**config.mk**
```make
export PLATFORM = sky130hd
export DESIGN_NAME = kstep_spi_target_flat
export DESIGN_NICKNAME = d
export VERILOG_FILES = /design/src/rtl/kstep_pkg.sv /design/src/rtl/kstep_spi_target_if.sv /design/src/rtl/kstep_sync_edge.sv /design/src/rtl/kstep_spi_target.sv /design/src/flat_wrapper.sv
export SDC_FILE = /design/constraint.sdc
export NUM_CORES = 1
export LEC_CHECK = 0
export ABC_AREA = 1
export CAP_MARGIN = 10
export CORE_MARGIN = 2
export CORE_UTILIZATION = 55
export CTS_BUF_LIST = sky130_fd_sc_hd__clkbuf_16
export DETAILED_ROUTE_END_ITERATION = 8
export PLACE_DENSITY = 0.78
export REMOVE_ABC_BUFFERS = 1
export SLEW_MARGIN = 30
export SYNTH_ARGS = -nofsm -noshare
export SYNTH_HDL_FRONTEND = slang
export SYNTH_SLANG_ARGS = --single-unit
```
**constraint.sdc**
```tcl
create_clock -name clk -period 5 [get_ports clk]
set_input_delay 0.5 -clock clk [delete_from_list [all_inputs] [get_ports clk]]
set_output_delay 0.5 -clock clk [all_outputs]
set_load 0.05 [all_outputs]
```
**src/rtl/kstep_pkg.sv**
```systemverilog
// kstep shared definitions.
// Frame layout constants and SPI target FSM states.
package kstep_pkg;

  localparam int CMD_WRITE_BIT = 7;
  localparam int ADDR_W_DEF    = 7;
  localparam int DATA_W_DEF    = 32;

  typedef enum logic [1:0] {
    IDLE,
    CMD,
    DATA
  } spi_state_t;

endpackage

```
**src/rtl/kstep_spi_target_if.sv**
```systemverilog
// SPI pins and register-bus bundle.
// slave = SPI target side, master = host/register-file side.
interface kstep_spi_target_if
  import kstep_pkg::*;
#(
  parameter int ADDR_W = ADDR_W_DEF,
  parameter int DATA_W = DATA_W_DEF
);

  logic              spi_cs;
  logic              spi_mosi;
  logic              spi_sclk;
  logic              spi_miso;
  logic              spi_miso_oe;
  logic [ADDR_W-1:0] reg_addr;
  logic [DATA_W-1:0] reg_wdata;
  logic              reg_wr;
  logic              reg_rd;
  logic [DATA_W-1:0] reg_rdata;
  logic              busy;

  modport slave (
    input  spi_cs, spi_mosi, spi_sclk,
    input  reg_rdata,
    output spi_miso, spi_miso_oe,
    output reg_addr, reg_wdata,
    output reg_wr, reg_rd, busy
  );

  modport master (
    output spi_cs, spi_mosi, spi_sclk,
    output reg_rdata,
    input  spi_miso, spi_miso_oe,
    input  reg_addr, reg_wdata,
    input  reg_wr, reg_rd, busy
  );

endinterface

```
**src/rtl/kstep_sync_edge.sv**
```systemverilog
// N-flop pin synchroniser.
// i_edge also gets rise/fall pulses; i_lvl is level only.
module kstep_sync_edge #(
  parameter int            N        = 2,
  parameter int            W        = 2,
  parameter logic [W-1:0]  LVL_RST  = '0,
  parameter logic          EDGE_RST = 1'b0
) (
  input  logic         clk,
  input  logic         rst,
  input  logic         i_edge,
  input  logic [W-1:0] i_lvl,
  output logic [W-1:0] o_lvl,
  output logic         o_rise,
  output logic         o_fall
);

  logic [W:0] r_sync [N];
  logic       r_prev;
  logic       w_edge;

  // shift pins through the chain; keep a copy of the edge pin
  always_ff @(posedge clk or posedge rst) begin
    if (rst) begin
      for (int i = 0; i < N; i++)
        r_sync[i] <= {EDGE_RST, LVL_RST};
      r_prev <= EDGE_RST;
    end else begin
      r_sync[0] <= {i_edge, i_lvl};
      for (int i = 1; i < N; i++)
        r_sync[i] <= r_sync[i-1];
      r_prev <= w_edge;
    end
  end

  assign w_edge = r_sync[N-1][W];
  assign o_lvl  = r_sync[N-1][W-1:0];
  assign o_rise = w_edge & ~r_prev;
  assign o_fall = ~w_edge & r_prev;

endmodule

```
**src/rtl/kstep_spi_target.sv**
```systemverilog
// kstep SPI target: oversampled mode-0 frame decoder
// issuing register read/write strobes and serialising miso.
module kstep_spi_target
  import kstep_pkg::*;
#(
  parameter int ADDR_W      = ADDR_W_DEF,
  parameter int DATA_W      = DATA_W_DEF,
  parameter int SYNC_STAGES = 2
) (
  input logic               clk,
  input logic               rst,
  kstep_spi_target_if.slave bus
);

  localparam int CW = $clog2(DATA_W);
  localparam int SW = $clog2(SYNC_STAGES + 1);
  localparam logic [CW-1:0] CMD_LAST  = CW'(CMD_WRITE_BIT);
  localparam logic [CW-1:0] DATA_LAST = CW'(DATA_W - 1);

  spi_state_t r_state, w_next;

  logic [1:0] w_lvl;
  logic       w_cs, w_mosi, w_rise, w_fall;

  logic [CW-1:0]            r_cnt;
  logic [CMD_WRITE_BIT-1:0] r_cmd;
  logic [DATA_W-2:0]        r_shift;
  logic [DATA_W-1:0]        r_tx, r_wdata;
  logic [ADDR_W-1:0]        r_addr;
  logic                     r_is_wr, r_wr_pend, r_rd_pend;
  logic                     r_wr, r_rd, r_tx_load;
  logic                     r_shift_arm, r_arm;
  logic [SW-1:0]            r_settle;

  logic [CMD_WRITE_BIT:0] w_cmd_byte;
  logic [DATA_W-1:0]      w_word;

  kstep_sync_edge #(
    .N        (SYNC_STAGES),
    .W        (2),
    .LVL_RST  (2'b10),
    .EDGE_RST (1'b0)
  ) u_sync (
    .clk    (clk),
    .rst    (rst),
    .i_edge (bus.spi_sclk),
    .i_lvl  ({bus.spi_cs, bus.spi_mosi}),
    .o_lvl  (w_lvl),
    .o_rise (w_rise),
    .o_fall (w_fall)
  );

  assign w_cs       = w_lvl[1];
  assign w_mosi     = w_lvl[0];
  assign w_cmd_byte = {r_cmd, w_mosi};
  assign w_word     = {r_shift, w_mosi};

  // arm only once the synchronised cs has been seen high
  // after reset, so a frame needs a fresh cs fall
  always_ff @(posedge clk or posedge rst) begin
    if (rst) begin
      r_settle <= '0;
      r_arm    <= 1'b0;
    end else if (r_settle != SW'(SYNC_STAGES)) begin
      r_settle <= r_settle + SW'(1);
    end else if (w_cs) begin
      r_arm <= 1'b1;
    end
  end

  // FSM state register
  always_ff @(posedge clk or posedge rst) begin
    if (rst) r_state <= IDLE;
    else     r_state <= w_next;
  end

  // next-state: cs high always wins over any sclk edge
  always_comb begin
    w_next = r_state;
    unique case (r_state)
      IDLE: if (r_arm && !w_cs) w_next = CMD;
      CMD: begin
        if (w_cs)
          w_next = IDLE;
        else if (w_rise && r_cnt == CMD_LAST)
          w_next = DATA;
      end
      DATA: if (w_cs) w_next = IDLE;
      default: w_next = IDLE;
    endcase
  end

  // shifting, strobes, address and miso datapath
  always_ff @(posedge clk or posedge rst) begin
    if (rst) begin
      r_cnt       <= '0;
      r_cmd       <= '0;
      r_shift     <= '0;
      r_tx        <= '0;
      r_wdata     <= '0;
      r_addr      <= '0;
      r_is_wr     <= 1'b0;
      r_wr_pend   <= 1'b0;
      r_rd_pend   <= 1'b0;
      r_wr        <= 1'b0;
      r_rd        <= 1'b0;
      r_tx_load   <= 1'b0;
      r_shift_arm <= 1'b0;
    end else begin
      r_wr      <= r_wr_pend;
      r_rd      <= r_rd_pend;
      r_wr_pend <= 1'b0;
      r_rd_pend <= 1'b0;
      r_tx_load <= r_rd;
      if (r_wr) r_addr <= r_addr + ADDR_W'(1);
      if (r_tx_load) r_tx <= bus.reg_rdata;
      unique case (r_state)
        IDLE: begin
          r_cnt       <= '0;
          r_shift_arm <= 1'b0;
          r_tx        <= '0;
        end
        CMD: begin
          if (!w_cs && w_rise) begin
            r_cmd <= w_cmd_byte[CMD_WRITE_BIT-1:0];
            r_cnt <= r_cnt + CW'(1);
            if (r_cnt == CMD_LAST) begin
              r_cnt     <= '0;
              r_addr    <= w_cmd_byte[ADDR_W-1:0];
              r_is_wr   <= w_cmd_byte[CMD_WRITE_BIT];
              r_rd_pend <= !w_cmd_byte[CMD_WRITE_BIT];
            end
          end
        end
        DATA: begin
          if (!w_cs && w_rise) begin
            r_shift     <= w_word[DATA_W-2:0];
            r_cnt       <= r_cnt + CW'(1);
            r_shift_arm <= 1'b1;
            if (r_cnt == DATA_LAST) begin
              // last bit: fresh tx word loads, its fall must not shift
              r_cnt       <= '0;
              r_shift_arm <= 1'b0;
              if (r_is_wr) begin
                r_wdata   <= w_word;
                r_wr_pend <= 1'b1;
              end else begin
                r_addr    <= r_addr + ADDR_W'(1);
                r_rd_pend <= 1'b1;
              end
            end
          end
          if (!w_cs && w_fall && r_shift_arm) begin
            r_tx        <= r_tx << 1;
            r_shift_arm <= 1'b0;
          end
        end
        default: r_cnt <= '0;
      endcase
    end
  end

  assign bus.spi_miso    = (r_state == DATA) && !r_is_wr
                         && r_tx[DATA_W-1];
  assign bus.spi_miso_oe = !w_cs;
  assign bus.busy        = (r_state != IDLE);
  assign bus.reg_addr    = r_addr;
  assign bus.reg_wdata   = r_wdata;
  assign bus.reg_wr      = r_wr;
  assign bus.reg_rd      = r_rd;

endmodule
```
**src/flat_wrapper.sv**
```systemverilog
// flat-port wrapper written by rule: the top's interface ports become plain ports
module kstep_spi_target_flat import kstep_pkg::*;
#(
  parameter int ADDR_W      = ADDR_W_DEF,
  parameter int DATA_W      = DATA_W_DEF,
  parameter int SYNC_STAGES = 2
)
  (clk, rst, bus_spi_cs, bus_spi_mosi, bus_spi_sclk, bus_reg_rdata, bus_spi_miso, bus_spi_miso_oe, bus_reg_addr, bus_reg_wdata, bus_reg_wr, bus_reg_rd, bus_busy);
  kstep_spi_target_if #(.ADDR_W(ADDR_W), .DATA_W(DATA_W)) bus_i ();
  input logic clk;
  input logic rst;
  input wire logic [$bits(bus_i.spi_cs)-1:0] bus_spi_cs;
  input wire logic [$bits(bus_i.spi_mosi)-1:0] bus_spi_mosi;
  input wire logic [$bits(bus_i.spi_sclk)-1:0] bus_spi_sclk;
  input wire logic [$bits(bus_i.reg_rdata)-1:0] bus_reg_rdata;
  output wire logic [$bits(bus_i.spi_miso)-1:0] bus_spi_miso;
  output wire logic [$bits(bus_i.spi_miso_oe)-1:0] bus_spi_miso_oe;
  output wire logic [$bits(bus_i.reg_addr)-1:0] bus_reg_addr;
  output wire logic [$bits(bus_i.reg_wdata)-1:0] bus_reg_wdata;
  output wire logic [$bits(bus_i.reg_wr)-1:0] bus_reg_wr;
  output wire logic [$bits(bus_i.reg_rd)-1:0] bus_reg_rd;
  output wire logic [$bits(bus_i.busy)-1:0] bus_busy;
  assign bus_i.spi_cs = bus_spi_cs;
  assign bus_i.spi_mosi = bus_spi_mosi;
  assign bus_i.spi_sclk = bus_spi_sclk;
  assign bus_i.reg_rdata = bus_reg_rdata;
  assign bus_spi_miso = bus_i.spi_miso;
  assign bus_spi_miso_oe = bus_i.spi_miso_oe;
  assign bus_reg_addr = bus_i.reg_addr;
  assign bus_reg_wdata = bus_i.reg_wdata;
  assign bus_reg_wr = bus_i.reg_wr;
  assign bus_reg_rd = bus_i.reg_rd;
  assign bus_busy = bus_i.busy;
  kstep_spi_target #(.ADDR_W(ADDR_W), .DATA_W(DATA_W), .SYNC_STAGES(SYNC_STAGES)) u_core (.clk(clk), .rst(rst), .bus(bus_i));
endmodule
```
After elaboration in Yosys (flattened, before gate mapping)
Cells that the tools add are included.
W data, S select, Z words.
{ "totals": {"ff_bits": 133} }
{ "classes": {"n_addsub": 3, "n_eq_ne": 11, "mux": 34, "bitwise_logic": 5, "n_reduce_logical": 21} }
{ "ops": {"columns": ["op", "n"], "rows": [
  ["$mux W32", 2],
  ["$pmux W32 S2", 1],
  ["$mux W7", 6],
  ["$mux W5", 4],
  ["$pmux W7 S2", 1],
  ["$mux W1", 12],
  ["$pmux W5 S2", 1],
  ["$reduce_and A2 Y1", 5],
  ["$mux W2", 4],
  ["$add A7 B1 Y7 const B", 1],
  ["$logic_and A1 B1 Y1", 7],
  ["$ne A2 B1 Y1 const B", 3],
  ["$pmux W2 S3", 1],
  ["$reduce_and A3 Y1", 2],
  ["$add A5 B1 Y5 const B", 1],
  ["$eq A5 B3 Y1 const B", 1],
  ["$eq A5 B5 Y1 const B", 1],
  ["$ne A2 B2 Y1 const B", 2],
  ["$pmux W1 S2", 2],
  ["$reduce_and A4 Y1", 1],
  ["$reduce_bool A2 Y1", 2],
  ["$logic_not A1 Y1", 3],
  ["$ne A3 B1 Y1 const B", 1],
  ["$ne A3 B2 Y1 const B", 1],
  ["other kinds (6)", 9]
]} }

Depth between registers and ports, before layout
{ "logic_depth": {"ltp_word": 6, "ltp_mapped": 14, "depth_no_buf": 13} }

Modules after synthesis
A second synthesis with hierarchy kept.
{ "hier_totals": {"hier_cells": 646, "hier_area_um2": 5935.7} }
{ "by_module_without_submodules": {"columns": ["mod", "n_inst", "cells_each", "area_each_um2", "seq_area_each_um2"], "rows": [
  ["kstep_spi_target", 1, 632, 5724.2, 3153.0],
  ["kstep_sync_edge", 1, 14, 211.5, 177.7]
]} }

Worst setup path after synthesis
No wires, ideal clock.
{ "synth_timing": {"path_kind": "reg2out", "start": "register u_core.r_state[0]", "end": "output bus_spi_miso", "t_arrival_ns": 2.011, "setup_slack_ns": 2.489, "path_stages_with_launch": 6, "path_buffers": 1, "cell_sequence": "dfrtp_1 -> inv_1 -> ha_1 -> inv_1 -> clkbuf_1 -> nor3_1"} }
{ "synth_between": {"elab_chain_cells": 3} }
{ "synth_lines": {"columns": ["element", "line_no", "source"], "rows": [
  ["start, declared", "kstep_spi_target.sv:20", "spi_state_t r_state, w_next;"],
  ["start signal, assigned", "kstep_spi_target.sv:74", "else r_state <= w_next;"],
  ["$eq A2 B2 Y1", "kstep_spi_target.sv:163", "assign bus.spi_miso = (r_state == DATA) && !r_is_wr"],
  ["$logic_and A1 B1 Y1", "kstep_spi_target.sv:163", null],
  ["$logic_and A1 B1 Y1", "kstep_spi_target.sv:164", "&& r_tx[DATA_W-1];"],
  ["end, declared", "flat_wrapper.sv:16", "output wire logic [$bits(bus_i.spi_miso)-1:0] bus_spi_miso;"]
]} }
No other way between the ends.

Worst setup path in the final report
Same ends and word-level chain as after synthesis.

==> results by group <==
Hold path
  – Hold depth: 0
  – Hold Path Class: flop to flop

Finish
  – Synth-to-layout area growth: 25.6%
  – Layout cells sized above 1: under 10%
  – Most frequent cells in the layout: 150 x nand2_1, 131 x dfrtp_1, 81 x o21ai_0
  – Multi-input logic area: 2190 um^2
  – Diodes inserted: 0
  – Most common cell after layout, fill and taps aside: nand2_1
  – Final-layout fill cell count: roughly 770
  – Final net count: between 700 and 800
  – Sequential Area: about 3300 um^2

Detailed routing
  – Vias: 4727
  – Routed WL: 12.7 mm
  – Max Used Layer: met4
  – Met2 WL: 6.16 mm
  – Post-DRT Antenna Nets: 0
  – Initial DRC count: 327
  – Routed vias/inst: roughly 5.4
  – Met3 WL: 714 um
  – M1 WL: 5.66 mm
  – Drc violations: 0
  – DRT Pass-1 Iters: 5
  – DR WL/cell: between 10 and 15 um

CTS
  – Setup bufs post-CTS: 0
  – Clk buf depth: 2
  – CTS tree: done
  – CTS buffer count: 17
  – H-tree Lvls: 4
  – Post_cts resized: 0
  – Worst-Skew Late Latency: approximately 0.4 ns
  – Root Driver: clkbuf_16
  – CTS Sinks: about 130
  – Clock transition at path regs: 0.06 ns
  – Hold_buf cts: 0

Setup path
  – CP Capture Type: output pin
  – CP Launch Type: flop
  – Cell mode on critical path: inv_1
  – Critical path arrival: 2.52 ns
  – Critical path depth: 5
  – CP required: approximately 4.5 ns
  – Highest cell delay on the worst timing path: 0.87 ns
  – Cell Chain, Critical Path: inv_1, ha_1, inv_1, nor3_1, clkdlybuf4s50_1
  – Reg2Reg Depth: 7
  – WS Path Type: flop to output pin
  – CP bufs+invs: 3
  – Delay-heaviest family, CP: buffers and inverters
  – CP Max Fanout: 12
  – Critical-path top delay cell: clkdlybuf4s50_1

Placed design
  – PortBufs: 80
  – Post-DP HPWL: between 8 and 9 mm
  – GP Congestion: 0.831

Timing
  – Final Hold Fails: 0
  – Maximum clock frequency: 331 MHz
  – Clk_skew: 0.0113 ns
  – Final critical-path required period: between 3 and 4 ns
  – Worst slew pin tran: between 0.7 and 0.8 ns
  – Final setup viols: 0
  – Final-report max-slew violation count: 0
  – Rel. slew slack: 49.7%
  – Setup repair after global routing missed its margin: no
  – Final TNS setup: 0 ns
  – WHS: 0.351 ns
  – Final period util: 60.3%

Power
  – P per Cell Area: 418 nW/um^2
  – P_leak: 3.30 nW
  – Peak supply drop: 0.000260 V

Yosys
  – Post-synth EDFFs: 0
  – Synthesis-stage register bit count: 133
  – Most common flop cell mapped by yosys: dfrtp_1
  – Synth Cell Area: 5940 um^2
  – Synth warnings: 0
  – Yosys top cell by area: dfrtp_1
  – Post-synth top area share: 55.2%
  – Sequential area share after synthesis: 56.1%
  – Synth async-reset ratio: between 90% and 100%
  – Yosys cell types: 36
  – Cells after Synth: 651
  – Syn avg cell area: 9.12 um^2
  – Top post-synthesis cells by area: dfrtp_1 55%, nand2_1 9.5%, o21ai_0 6.8%

Floorplan
  – Die width: approximately 110 um
  – Die area: 11600 um^2
  – Core area: 10400 um^2
  – Starting Density: between 50 and 60%
  – # rows: 37
  – Die Height: 108 um
  – # IOs: 81

GRT
  – First-pass GRT wire length: 21.9 mm
  – Vias in the first global route: 4737
  – Congestion Overflow GR: 0
  – Largest net degree at the start of global routing: 65
  – Total track usage: 24.0%
  – Initial antenna violation count: 0

Run status
  – Status: finished clean

Run
  – Max-Cap Viols: 0
[metrics by stage]
| stage | power (mW) | worst slack (ns) | std cells | util [%] | instance area [um^2] |
|---|---|---|---|---|---|
| detailed placement | 1.76 | 2.37 | 840 | 65.3 | 6810 |
| CTS | 3.14 | 1.98 | 872 | 71.6 | 7460 |
| finish | 3.12 | 1.98 | 872 | 71.6 | 7460 |
| floorplan | 1.57 | 0.949 | 619 | - | 5780 |
| global route | 3.26 | 1.88 | 872 | 71.6 | 7460 |
| global placement | 1.74 | 2.48 | 839 | 65.2 | 6790 |
[cell type report]
type	count	share of cell area [%]
sequential	133	44.7
timing repair buffer	85	11.3
tap	136	2.28
clock inverter	15	3.05
multi-input combinational	415	29.3
clock buffer	17	5.70
inverter	71	3.64
[registers in the layout (all words and copies together), names as in the netlist, 2 cells and up]
register,cells
u_core.bus.reg_addr,7
u_core.u_sync.r_sync,4
u_core.u_sync.o_lvl,2
u_core.r_shift,31
u_core.r_state,2
u_core.r_settle,2
u_core.r_cmd,7
u_core.bus.reg_wdata,32
u_core.r_tx,32
u_core.r_cnt,5
[layer usage]
metal	track usage [%]	vias up
met5	0	-
met4	7.05	0
met3	6.05	18
met2	38.7	126
met1	32.4	2298
li1	-	2285
[synth_stat cells (2+ instances only)]
| library cell | instances |
|---|---|
| a21o_1 | 2 |
| a21oi_1 | 10 |
| buf_2 | 17 |
| buf_4 | 2 |
| clkbuf_1 | 12 |
| dfrtp_1 | 131 |
| dfstp_2 | 2 |
| ha_1 | 7 |
| inv_1 | 68 |
| inv_2 | 2 |
| mux2i_1 | 30 |
| nand2_1 | 150 |
| nand3_1 | 55 |
| nand4_1 | 2 |
| nor2_1 | 15 |
| nor2_2 | 2 |
| o211ai_1 | 2 |
| o21ai_0 | 81 |
| o21ai_1 | 38 |
| o21bai_1 | 3 |
| o22ai_1 | 3 |
| xnor2_1 | 2 |
| xor2_1 | 2 |
[worst register-to-register path: stages (launching register included)]
cell and delay [ns]:
dfrtp_1 0.40, inv_1 0.09, ha_1 0.17, inv_1 0.22, nor2_8 0.61, nand3_4 0.70
nand2_1 0.26, o21ai_1 0.09
[power breakdown]
group / internal [mW] / switching (mW) / total, mW
Sequential: 1.14 / 0.0419 / 1.18
Clock: 0.890 / 0.481 / 1.37
Combinational: 0.159 / 0.401 / 0.561
Total: 2.19 / 0.924 / 3.12
[path summary, 6_finish.rpt]
kind / startpoint / to / slack [ns]
hold / removal: u_core.u_sync.r_sync[3] / u_core.u_sync.o_lvl[0] / 0.35
min in group asynchronous: rst / u_core.r_tx[26] / 0.53
max in group asynchronous: rst / u_core.r_shift[28] / 3.48
setup reg to reg: u_core.r_state[0] / u_core.bus.reg_wdata[17] / 2.33
setup / recovery: u_core.r_state[0] / bus_spi_miso / 1.98
hold reg to reg: u_core.u_sync.r_sync[3] / u_core.u_sync.o_lvl[0] / 0.35
[cells by family after synthesis]
group | Yosys count | share of synthesized area, %
multiplexers | 30 | 5.06
XOR/XNOR | 4 | 0.590
AO/OA/AOI/OAI | 142 | 12.4
AND/OR/NAND/NOR | 232 | 17.2
buffers and inverters | 103 | 7.17
adder cells (fa/ha/maj) | 7 | 1.48
flip-flops | 133 | 56.1
Note: power is estimated with default switching activity, not from simulation.
